==> src/rtl/serv_irq_ctrl.sv <==
// Machine-level interrupt controller and trap-entry cause streamer for the serial core.
// Define SERV_IRQ_SYNC_EN to pass the interrupt sources through two-flop synchronizers.
module serv_irq_ctrl #(
    parameter int W              = 1,
    parameter int B              = W - 1,
    parameter     RESET_STRATEGY = "MINI"
) (
    input  logic       i_clk,
    input  logic       i_rst,
    input  logic       i_meip,
    input  logic       i_msip,
    input  logic       i_mtip,
    input  logic       i_meie,
    input  logic       i_msie,
    input  logic       i_mtie,
    input  logic       i_mstatus_mie,
    output logic       o_irq_req,
    input  logic       i_irq_ack,
    input  logic       i_mret,
    input  logic       i_en,
    input  logic       i_cnt0to3,
    input  logic       i_cause_rd,
    output logic [B:0] o_cause,
    output logic       o_cause31,
    output logic       o_busy
);

    typedef enum logic [1:0] {
        IDLE    = 2'd0,
        REQ     = 2'd1,
        CAUSE   = 2'd2,
        SERVICE = 2'd3
    } state_t;

    localparam bit RST_ALL = (RESET_STRATEGY != "NONE");

    // Vector bit order throughout: [2] external, [1] software, [0] timer.
    state_t     state_r;
    logic [2:0] src_s;
    logic [2:0] q_s;
    logic [2:0] pend_r;
    logic [2:0] clr_s;
    logic [2:0] sel_r;
    logic [3:0] code_r;
    logic [1:0] cnt_r;
    logic       stream_s;
    logic       last_s;
    logic [B:0] chunk_s;

    // Fixed priority: external > software > timer, one-hot result.
    function automatic logic [2:0] pick_sel(input logic [2:0] p);
        logic [2:0] s;
        if (p[2]) begin
            s = 3'b100;
        end else if (p[1]) begin
            s = 3'b010;
        end else if (p[0]) begin
            s = 3'b001;
        end else begin
            s = 3'b000;
        end
        return s;
    endfunction

    function automatic logic [3:0] sel_code(input logic [2:0] s);
        logic [3:0] c;
        case (s)
            3'b100:  c = 4'd11;
            3'b010:  c = 4'd3;
            3'b001:  c = 4'd7;
            default: c = 4'd0;
        endcase
        return c;
    endfunction

`ifdef SERV_IRQ_SYNC_EN
    logic [2:0] sync1_r;
    logic [2:0] sync2_r;

    // Two-flop synchronizers for the asynchronous interrupt lines.
    always_ff @(posedge i_clk) begin
        if (RST_ALL && i_rst) begin
            sync1_r <= 3'b000;
            sync2_r <= 3'b000;
        end else begin
            sync1_r <= {i_meip, i_msip, i_mtip};
            sync2_r <= sync1_r;
        end
    end

    assign src_s = sync2_r;
`else
    assign src_s = {i_meip, i_msip, i_mtip};
`endif

    assign q_s      = src_s & {i_meie, i_msie, i_mtie};
    assign stream_s = (state_r == CAUSE) & i_cause_rd & i_en & i_cnt0to3;
    assign last_s   = (W == 1) ? (cnt_r == 2'd3) : 1'b1;

    generate
        if (W == 1) begin : g_w1
            assign chunk_s = code_r[cnt_r];
        end else if (W == 4) begin : g_w4
            assign chunk_s = code_r;
        end else begin : g_wide
            assign chunk_s = {{(W - 4){1'b0}}, code_r};
        end
    endgenerate

    // Pending clear for the source being acknowledged.
    always_comb begin
        clr_s = 3'b000;
        if ((state_r == REQ) && i_irq_ack) begin
            clr_s = sel_r;
        end else begin
            clr_s = 3'b000;
        end
    end

    // Sticky pending bits; a new set and an ack clear of another source coexist.
    always_ff @(posedge i_clk) begin
        if (RST_ALL && i_rst) begin
            pend_r <= 3'b000;
        end else begin
            pend_r <= (pend_r | q_s) & ~clr_s;
        end
    end

    // Trap-entry FSM with its registered request/busy outputs.
    always_ff @(posedge i_clk) begin
        if (i_rst) begin
            state_r   <= IDLE;
            o_irq_req <= 1'b0;
            o_busy    <= 1'b0;
            if (RST_ALL) begin
                sel_r  <= 3'b000;
                code_r <= 4'd0;
                cnt_r  <= 2'd0;
            end
        end else begin
            case (state_r)
                IDLE: begin
                    if (i_mstatus_mie && (|pend_r)) begin
                        state_r   <= REQ;
                        o_irq_req <= 1'b1;
                        o_busy    <= 1'b1;
                        sel_r     <= pick_sel(pend_r);
                        code_r    <= sel_code(pick_sel(pend_r));
                    end
                end
                REQ: begin
                    if (i_irq_ack) begin
                        state_r   <= CAUSE;
                        o_irq_req <= 1'b0;
                        cnt_r     <= 2'd0;
                    end else if (!i_mstatus_mie) begin
                        state_r   <= IDLE;
                        o_irq_req <= 1'b0;
                        o_busy    <= 1'b0;
                    end
                end
                CAUSE: begin
                    if (stream_s) begin
                        if (last_s) begin
                            state_r <= SERVICE;
                            cnt_r   <= 2'd0;
                        end else begin
                            cnt_r <= cnt_r + 2'd1;
                        end
                    end
                end
                SERVICE: begin
                    if (i_mret) begin
                        state_r <= IDLE;
                        o_busy  <= 1'b0;
                    end
                end
                default: begin
                    state_r   <= IDLE;
                    o_irq_req <= 1'b0;
                    o_busy    <= 1'b0;
                end
            endcase
        end
    end

    // Cause bits are presented only in the cycles the core consumes them.
    always_comb begin
        if (stream_s) begin
            o_cause = chunk_s;
        end else begin
            o_cause = {W{1'b0}};
        end
    end

    assign o_cause31 = (state_r == CAUSE) & i_cause_rd;

endmodule

==> config.mk <==
export PLATFORM = sky130hd
export DESIGN_NAME = serv_irq_ctrl
export DESIGN_NICKNAME = d
export VERILOG_FILES = /design/src/rtl/serv_irq_ctrl.sv
export SDC_FILE = /design/constraint.sdc
export NUM_CORES = 1
export LEC_CHECK = 0
export ABC_AREA = 1
export BUFFER_PORTS_ARGS = -buffer_cell sky130_fd_sc_hd__buf_4
export CORE_UTILIZATION = 30
export DETAILED_ROUTE_END_ITERATION = 7
export HOLD_SLACK_MARGIN = 0.15
export SLEW_MARGIN = 15
export SYNTH_ARGS = -nofsm -noshare
export SYNTH_HDL_FRONTEND = slang
export SYNTH_SLANG_ARGS = --single-unit
==> constraint.sdc <==
create_clock -name i_clk -period 1.6 [get_ports i_clk]
set_input_delay 0 -clock i_clk [delete_from_list [all_inputs] [get_ports i_clk]]
set_output_delay 0 -clock i_clk [all_outputs]
set_load 0.1 [all_outputs]
==> results.md <==
* Status: finished clean
* Final GP Congestion at 0.7556
* DRC Markers at 0
* Compound-cell area share of the yosys netlist at 0.1864
* CTS clk-pin slew, worst paths at 0.10 ns
* Vias per inst at 4.682
* Worst vdd ir at 951.3 µV
* Total power at 0.001229 W
* Post-synthesis simple-gate area fraction at 0.2892
* Post-synth EDFFs at 0
* Die Area at 2594 µm²
* Slowest cell on crit path: dfxtp_2
* Die H at 50.93 µm
* Layout Skew at 0.007913 ns
* Antenna violation net count after detailed routing at 0
* R2R depth at 4
* Starting Density at 0.3216
* # nets final at 145
* FMAX at 669.4 MHz
* Cell Rows at 17
* Fillers at 238
* Final Max Tran Viols at 0
* Yosys top cell by area: dfxtp_1
* Setup bufs post-CTS at 0
* Grt ovf at 0
* R2r endpoint: pend_r[2]
* Top-count cell post-synth: nand2_1
* Final Hold Fails at 0
* Yosys Warn Count at 0
* CP required at 1.60 ns
* GRT Total Usage at 0.1511
* Number of global-route vias before repair at 713
* Initial antenna violation count at 0
* Die W at 50.93 µm
* Syn Area/Cell at 7.182 µm²
* Startpoint Class: flip-flop
* Max_slew headroom at 0.8130
* Adder-Cell Fraction of Synth Area at 0.01742
* Synth top area share at 0.4181
* Critical path peak fanout at 4
* Initial DRC Count at 10
* XOR/XNOR share of the synthesized area at 0
* CP Data Arrival Time at 1.49 ns
* Post-synth top cells: 18 x nand2_1, 15 x a21oi_1, 15 x dfxtp_1
* Largest net degree at the start of global routing at 14
* MaxCap Viol Count at 0
* Hold wc startpoint: i_en
* CP endpoint kind: output pin
* Pleak at 0.4598 nW
* Synth cell types at 21
* Min Tclk post-route at 1.494 ns
* Vias at 735
* Core Region at 2233 µm²
* PD cells at 1210 nW/µm²
* H-tree Lvls at 1
* Wire per inst at 10.42 µm
* First-pass GRT wire length at 2.849 mm
* PortBufs at 17
* CTS sink cnt at 15
* Worst-Skew Late Latency at 0.29 ns
* R2R Setup Slk at 0.14 ns
* Hold depth at 6
* Seq/Total Area, Yosys at 0.4181
* Worst Path Buf+Inv at 3
* Share of layout cells above drive strength 1 at 0.2791
* Clock Tree Root: clkbuf_4
* Async set or reset register ratio after synthesis at 0
* Final wirelength at 1.636 mm
* Synth Instances at 100
* Mapped Nets at 115
* Worst R2R Start: state_r[0]
* Post-DP HPWL at 1.212 mm
* Largest family of logic cells by synthesized area: simple AND/OR/NAND/NOR gates
* Hold/Removal Path Class: in -> reg
* Fin crit share at 0.9336
* Dominant cells by area after synthesis: dfxtp_1 42%, a21oi_1 10%, nand2_1 9.4%
* # setup viols final at 0
* Mux cell area share after synthesis at 0
* Delay of the slowest critical-path stage at 0.39 ns
* Register bit count reported by yosys at 15
* Setup TNS at 0 ns
* Crit-path cells: inv_2 -> nor2_2 -> inv_1 -> nor3_2 -> o21a_1 -> buf_12
* Max Buffers Root-to-Sink at 2
* Ports at 18
* Worst-Margin Slew at 0.2775 ns
* Drt pass-1 iters at 4
* Top_reg_cell synth: dfxtp_1
* Hold endpoint: cnt_r[0]
* Crit Path Class: reg -> out
* Layout area overhead at 41.46%
* RSZ-0062 raised after global routing: no
* CTS tree: built
* CTS Buf Count at 3
* CP top delay family: flip-flops
* Inserted Diodes at 0
* Post-Syn Area at 718.2 µm²
## worst max path at each step
stage	slack, ns	to	startpoint	cells past startpoint
after floorplan	0.06	o_cause	flip-flop	5
after global placement	0.35	o_cause	flip-flop	6
after detailed placement	0.30	o_cause	flip-flop	6
after CTS	0.006	o_cause	flip-flop	6
after global routing	0.03	o_cause	flip-flop	6
final	0.11	o_cause	flip-flop	6
## flip-flops by register name (all words and copies together), names as in the netlist, named ones only
signal / cells
cnt_r: 2
code_r: 3
o_busy: 1
o_irq_req: 1
pend_r: 3
sel_r: 3
state_r: 1
## tightest hold or removal path, delay by kind of cell
kind	cells	cell delay, ns
buf+inv	1	0.11
compound gates	2	0.20
simple gates	3	0.28
## cells by family (layout without fill, tap and decap cells)
group                    Yosys count  after routing
AND/OR/NAND/NOR                   43             43
adder cells (fa/ha/maj)            1              1
AO/OA/AOI/OAI                     24             24
flip-flops                        15             15
buffers and inverters             17             46
## area by class of cell
cell class	instances	area (µm²)	area share
repair buffers	26	227.7	0.2241
well taps	28	35.03	0.03448
clock buffers	3	22.52	0.02217
inverters	16	60.06	0.05911
flip-flops and latches	15	301.5	0.2968
clock inverters	1	7.507	0.007389
multi-input cells	68	361.6	0.3559
## per-stage QoR
stage / area (µm²) / std cells / setup WS, ns / hold slack [ns] / util
6_report: 1016 / 157 / 0.1062 / 0.3151 / 0.4549
4_1_cts: 1001 / 157 / 0.005799 / 0.2884 / 0.4482
3_3_place_gp: 887.1 / 145 / 0.3458 / 0.2490 / 0.3972
5_1_grt: 1016 / 157 / 0.02630 / 0.3550 / 0.4549
3_5_place_dp: 887.1 / 145 / 0.3006 / 0.2510 / 0.3972
2_1_floorplan: 720.7 / 100 / 0.05999 / 0.07802 / -
## layer usage
layer  GRT usage  part of all wire
met1      0.1487              0.43
met4     0.07407             0.017
met3     0.05952             0.046
met2      0.2719              0.50
met5           0                 0
## power by group
group	internal [W]	switching [W]
registers	0.000433	0.0000567
clock network	0.0000952	0.000134
logic	0.000183	0.000327
## layout by cell type, fill, tap and decap left out, drive strengths merged
cell type,n
o21a,1
a21oi,16
nor3b,1
dlygate4sd3,8
clkbuf,3
clkinvlp,1
nand3,4
nor3,1
a311oi,2
nand2,21
nand4,2
nor2,13
o21ai,5
dfxtp,15
buf,18
ha,1
inv,16
nand3b,1
## timing repair
item	CTS	global route
resized for setup	1	4
hold buffers	8	0
endpoints found under the setup margin	1	1
hold endpoints to repair	15	0
(Power assumes the default switching activity.)
